$ cat src/rtl/param_stack.sv
// param_stack: parameterised LIFO stack with top/next views and sticky error flags
module param_stack #(
    parameter int WIDTH = 8,
    parameter int DEPTH = 16,
    localparam int CW = $clog2(DEPTH + 1)
) (
    input  logic             clk_i,
    input  logic             rst_ni,
    input  logic             push_i,
    input  logic             pop_i,
    input  logic             swap_i,
    input  logic [WIDTH-1:0] din_i,
    input  logic             clr_err_i,
    output logic [WIDTH-1:0] tos_o,
    output logic [WIDTH-1:0] nos_o,
    output logic [CW-1:0]    count_o,
    output logic             empty_o,
    output logic             full_o,
    output logic             overflow_o,
    output logic             underflow_o
);
    localparam int AW = $clog2(DEPTH);

    logic [WIDTH-1:0] mem_q [DEPTH];
    logic [CW-1:0]    count_q, count_d, cm1, cm2;
    logic             ovf_q, ovf_d, unf_q, unf_d;
    logic             ovf_set, unf_set, wr_en, sw_en, few;
    logic [AW-1:0]    wr_idx, top_idx, nxt_idx;

    assign cm1         = count_q - CW'(1);
    assign cm2         = count_q - CW'(2);
    assign top_idx     = cm1[AW-1:0];
    assign nxt_idx     = cm2[AW-1:0];
    assign empty_o     = count_q == '0;
    assign full_o      = count_q == CW'(DEPTH);
    assign few         = count_q < CW'(2);
    assign count_o     = count_q;
    assign overflow_o  = ovf_q;
    assign underflow_o = unf_q;
    assign tos_o       = empty_o ? '0 : mem_q[top_idx];
    assign nos_o       = few ? '0 : mem_q[nxt_idx];

    // decode push/pop/swap into a write, an exchange, a count change and error events
    always_comb begin
        count_d = count_q;
        wr_en   = 1'b0;
        sw_en   = 1'b0;
        wr_idx  = count_q[AW-1:0];
        ovf_set = 1'b0;
        unf_set = 1'b0;
        if (push_i && pop_i) begin
            wr_en   = 1'b1;
            wr_idx  = empty_o ? '0 : top_idx;
            count_d = empty_o ? CW'(1) : count_q;
        end else if (push_i) begin
            ovf_set = full_o;
            wr_en   = !full_o;
            count_d = full_o ? count_q : count_q + CW'(1);
        end else if (pop_i) begin
            unf_set = empty_o;
            count_d = empty_o ? count_q : cm1;
        end else if (swap_i) begin
            unf_set = few;
            sw_en   = !few;
        end
        ovf_d = (ovf_q && !clr_err_i) || ovf_set;
        unf_d = (unf_q && !clr_err_i) || unf_set;
    end

    // count and sticky flags, cleared by reset
    always_ff @(posedge clk_i) begin
        if (!rst_ni) begin
            count_q <= '0;
            ovf_q   <= 1'b0;
            unf_q   <= 1'b0;
        end else begin
            count_q <= count_d;
            ovf_q   <= ovf_d;
            unf_q   <= unf_d;
        end
    end

    // entry storage, never cleared; writes suppressed while in reset
    always_ff @(posedge clk_i) begin
        if (rst_ni && wr_en) begin
            mem_q[wr_idx] <= din_i;
        end else if (rst_ni && sw_en) begin
            mem_q[top_idx] <= mem_q[nxt_idx];
            mem_q[nxt_idx] <= mem_q[top_idx];
        end
    end
endmodule

$ cat config.mk
export PLATFORM = sky130hd
export DESIGN_NAME = param_stack
export DESIGN_NICKNAME = d
export VERILOG_FILES = /design/src/rtl/param_stack.sv
export SDC_FILE = /design/constraint.sdc
export NUM_CORES = 1
export LEC_CHECK = 0
export ABC_AREA = 1
export BUFFER_PORTS_ARGS = -buffer_cell sky130_fd_sc_hd__buf_2
export CAP_MARGIN = 20
export CELL_PAD_IN_SITES_DETAIL_PLACEMENT = 0
export CELL_PAD_IN_SITES_GLOBAL_PLACEMENT = 1
export CORE_MARGIN = 3
export CORE_UTILIZATION = 45
export DETAILED_ROUTE_END_ITERATION = 8
export GPL_TIMING_DRIVEN = 0
export PLACE_DENSITY_LB_ADDON = 0.1
export SETUP_SLACK_MARGIN = 0.4
export SYNTH_ARGS = -nofsm -noshare
export SYNTH_HDL_FRONTEND = slang
export SYNTH_SLANG_ARGS = --single-unit
$ cat constraint.sdc
create_clock -name clk_i -period 3.4 [get_ports clk_i]
set_clock_uncertainty 0.1 [all_clocks]
set_input_delay 0.34 -clock clk_i [delete_from_list [all_inputs] [get_ports clk_i]]
set_output_delay 0.34 -clock clk_i [all_outputs]
set_load 0.05 [all_outputs]
After elaboration in Yosys (flattened, before gate mapping)
Memory sizes are Yosys's and may differ from the RTL's. Index checks and enable logic that the tools add are counted.

Magnitude comparators: 1. $add $sub $neg: 3. Equal/unequal tests: 4. Reductions and logical operators: 14. Mux-type cells: 30.

Operator list (count): $mux 5 (6); $mux 8 (3); $mux 1 (18); $mux 4 (3); $reduce_or 8->1 (1); $ne 3x2->1 const B (2); $add 5x1->5 const B (1); $eq 5x5->1 const B (1); $logic_and 1x1->1 (5); $logic_not 5->1 (1); $lt 5x2->1 const B (1); $sub 5x1->5 const B (1); $reduce_and 4->1 (1); $sub 4x2->4 const B (1); $logic_not 1->1 (3); $reduce_bool 3->1 (1); $logic_or 1x1->1 (2); $ne 2x2->1 const B (1).

Output and inout bits: 25. Memories kept: 1. Bits in registers: 7. Bits in writable memories: 128. Logic and storage cells: 56. Input bits: 14.

Memories: mem_q (words 16, bits a word 8, read ports 2, clocked after Yosys merged registers in 0, wr ports 2, line 24) `logic [WIDTH-1:0] mem_q [DEPTH];`.

Logic depth before layout (Yosys ltp)
Depth after elaboration: 12. Gate-level depth with buffers: 17. Mapped depth without buffers: 13.

Worst setup path before layout
No wires, ideal clock.

Path type: flip-flop to output port. Start: register count_q[0] (netlist: count_o[0]). End: output tos_o[0]. Path buffers: 5. Arrival time: 3.044 ns. Data required time: 2.960 ns. Cell stages (with the launch flop): 12. Path slack: -0.084 ns. Path through: dfxtp_1 > buf_6 > inv_4 > buf_6 > buf_2 > ha_1 > buf_2 > clkbuf_1 > o211ai_1 > nand3_1 > nand3_2 > a21oi_1.

Cells in the longest elaborated chain, start to end: 3. Elaborated cells on any way between the ends: 4. Those cells by class: add/sub: 1; mux: 1; reduce/logical: 1; memory: 1.

RTL lines: start: declaration (line 25) `logic [CW-1:0] count_q, count_d, cm1, cm2;`; start signal: assignment (line 77) `count_q <= count_d;`; $sub 5x1->5 (line 30) `assign cm1 = count_q - CW'(1);`; $mem_v2 16x8; $mux 8 (*) (line 40) `assign tos_o = empty_o ? '0 : mem_q[top_idx];`; end: declaration (line 14) `output logic [WIDTH-1:0] tos_o,`.

Every way passes the cells marked *; elsewhere a longest branch is shown, timed or not.

Final worst setup path
Same ends and word-level chain as after synthesis.

==> results.md <==
- Net Sw Frac: 0.487
- CTS tree: yes
- Sequential Power Share: 0.201
- Proportion of layout cells with a drive suffix above 1: 0.237
- Initial Util: 0.467
- First-pass GRT wire length: 62600 µm
- Initial DRC Count: 1545
- Crit Path Max Fanout: 9
- Startpoint Class: flop
- Die Y: 158 µm
- Rows: 54
- Syn_area_per_cell: 7.26 µm²
- Ratio of final minimum period to clock period: 0.907
- Vias per Instance: 5.80
- Max Cap Viol: 0
- Synth Warn #: 0
- Ys async rst share: 0
- Layout Nets: 1540
- Power per cell area: 772 mW/mm²
- # clock sinks: 135
- Internal: 0.00496 W
- DPL Wire Length: 30400 µm
- Clock transition at path regs: 0.07 ns
- Slowest cell on the critical path: dfxtp_4
- Setup TNS: 0 ns
- Switching Power: 0.00471 W
- Max VDD drop: 368 µV
- Seq cells post-synth: 135
- Comb power frac: 0.591
- Post-synth top area share: 0.370
- Final setup fails: 0
- Final Hold Fails: 0
- CTS root buf: clkbuf_16
- Clk buf depth: 2
- Slew headroom: 0.525
- RD Place Congestion: 1.01
- Detailed-route DRC error count: 0
- Number of synthesized flops with an enable pin: 128
- Largest net degree at the start of global routing: 17
- Critical Path Most Common Cell: buf_12
- Crit path kind: reg -> out
- Global Route Usage Sum: 0.351
- Crit-path cells: buf_8, inv_4, buf_12, buf_12, ha_4, buf_12, inv_8, buf_8, a21oi_1, o21ai_2, nand3_2, nand3_4, a21oi_4, buf_6
- Max incr delay on CP: 0.36 ns
- Final Slew Violations: 0
- Dpl ws: -0.341 ns
- Die Area: 0.0249 mm²
- Worst-Skew Late Latency: 0.44 ns
- Depth of the CTS H-tree: 4
- Area leader, netlist: edfxtp_1
- Grt ovf: 0
- Worst hold path class: in -> reg
- # fillers: 2094
- Critical path's top delay family: buffers and inverters
- I/O pin cnt: 39
- Worst EP required: 2.96 ns
- Status: finished clean
- Worst Max-Slew Pin Slew: 0.713 ns
- Cell count after synthesis: 1429
- Fmax: 324 MHz
- Vias in the first global route: 9575
- Top cells by area, synth: edfxtp_1 (37%), nand2_1 (19%), nand3_1 (11%)
- Die span in x: 158 µm
- Ys flop type: edfxtp_1
- Most common cell in the netlist: nand2_1
- WL/cell: 24.0 µm
- Synth cell count leaders: nand2_1 (528), nand3_1 (225), inv_1 (139)
- Vias: 10.5k
- Final ANT Viol Nets: 0
- Leak Pwr: 5.90 nW
- Layout area overhead: 20.8%
- Register area share after synthesis: 0.384
- CORE AREA: 0.0222 mm²
- Diodes inserted: 0
- I/O Buffers: 37
- CTS buffer count: 17
- Final Core Density: 0.564
- Synth cell types: 38
- Final wirelength: 43400 µm
- RSZ-0062 raised after global routing: true
- Clock network power share: 0.208
- Drt first pass iters: 7
- CP bufs+invs: 8
- CP endpoint kind: primary output
- Final WS setup: 0.316 ns
- Syn Std Cell Area: 0.0104 mm²
- CP Data Arrival Time: 2.64 ns
- Mapped Nets: 1451
- Min cycle time layout: 3.08 ns
- Initial antenna violation count: 0
cells by family (layout without fill, tap and decap cells):
family	after synthesis	count (layout)	share of synthesized area
AOI/OAI and AO/OA	150	150	0.0773
xor gates and xnor gates	4	4	0.00519
adders and majority gates	8	8	0.00965
buffers and inverters	252	352	0.130
DFF	135	135	0.384
and+or+nand+nor	880	880	0.394
what timing repair did:
action                                  4_1_cts  5_1_grt
endpoints found under the setup margin      273      105
gates resized for setup                     119       46
pin swaps                                    29       35
setup buffers                                24        9
hold endpoints to repair                      0        0
hold buffers                                  0        0
through the flow:
step / std cells / power (W) / area [µm²] / hold WS, ns
2_1_floorplan: 1429 / 0.00521 / 10500 / 0.368
3_3_place_gp: 1746 / 0.00670 / 11000 / 0.372
3_5_place_dp: 1746 / 0.00672 / 11000 / 0.381
4_1_cts: 1800 / 0.00933 / 12300 / 0.0878
5_1_grt: 1809 / 0.00990 / 12500 / 0.101
6_report: 1809 / 0.00967 / 12500 / 0.0872
power by group through the flow:
| stage | Clock (W) | Combinational, W | Sequential, W |
|---|---|---|---|
| floorplan | 0 | 0.00320 | 0.00201 |
| global placement | 0 | 0.00473 | 0.00198 |
| detailed placement | 0 | 0.00474 | 0.00198 |
| CTS | 0.00199 | 0.00539 | 0.00194 |
| global route | 0.00206 | 0.00589 | 0.00195 |
| finish | 0.00202 | 0.00571 | 0.00195 |
cell type report:
cell class,instances,area [µm²],area share
buffer,88,883,0.0705
clock buffer,17,425,0.0339
clock inverter,13,181,0.0145
inverter,164,641,0.0511
multi-input combinational,1042,5490,0.438
sequential,135,3990,0.318
tap,280,350,0.0280
timing repair buffer,70,572,0.0456
placed cells by master (no fill, tap or decap), types with 10 or more instances in the layout:
cell type	n
nand2_1	512
nand3_1	219
inv_1	138
edfxtp_1	128
buf_6	53
nand2_2	45
a21oi_1	43
buf_2	40
buf_4	35
o21ai_0	32
o21ai_1	30
nor2_1	22
nand3_2	22
inv_2	20
nand2_4	18
clkbuf_16	18
o211ai_1	15
buf_12	11
nor2_2	11
nand3_4	11
nor2_4	10
state kept, by name (all words and copies together), names as in the netlist:
signal and cells:
overflow_o 1, count_o 5, mem_q 128, underflow_o 1
final timing paths:
check        depth (start not counted)          end         from  slack, ns
max reg2reg                         14  mem_q[5][4]   count_o[1]       0.49
min reg2reg                          2  underflow_o  underflow_o       0.39
max                                 14     tos_o[0]   count_o[0]       0.32
min                                  4  underflow_o    clr_err_i       0.09
routing by layer:
metal / routed length [µm] / GRT usage / vias up
met3: 4510 / 0.0525 / 153
met5: 0 / 0 / -
met1: 17500 / 0.489 / 4859
met2: 18800 / 0.533 / 674
li1: - / - / 4812
met4: 2630 / 0.178 / 0
worst register-to-register path, cell delays in order (launching register included):
cell and delay, ns:
dfxtp_4 0.36, buf_12 0.14, inv_6 0.10, buf_12 0.15, ha_4 0.18, nand2_4 0.09
nor2_8 0.20, nor2_4 0.08, buf_6 0.16, buf_12 0.16, nand2_1 0.07, nand2_2 0.11
nor2_1 0.23, nand2_1 0.22, nand2_2 0.25
Note: power is estimated with default switching activity, not from simulation.
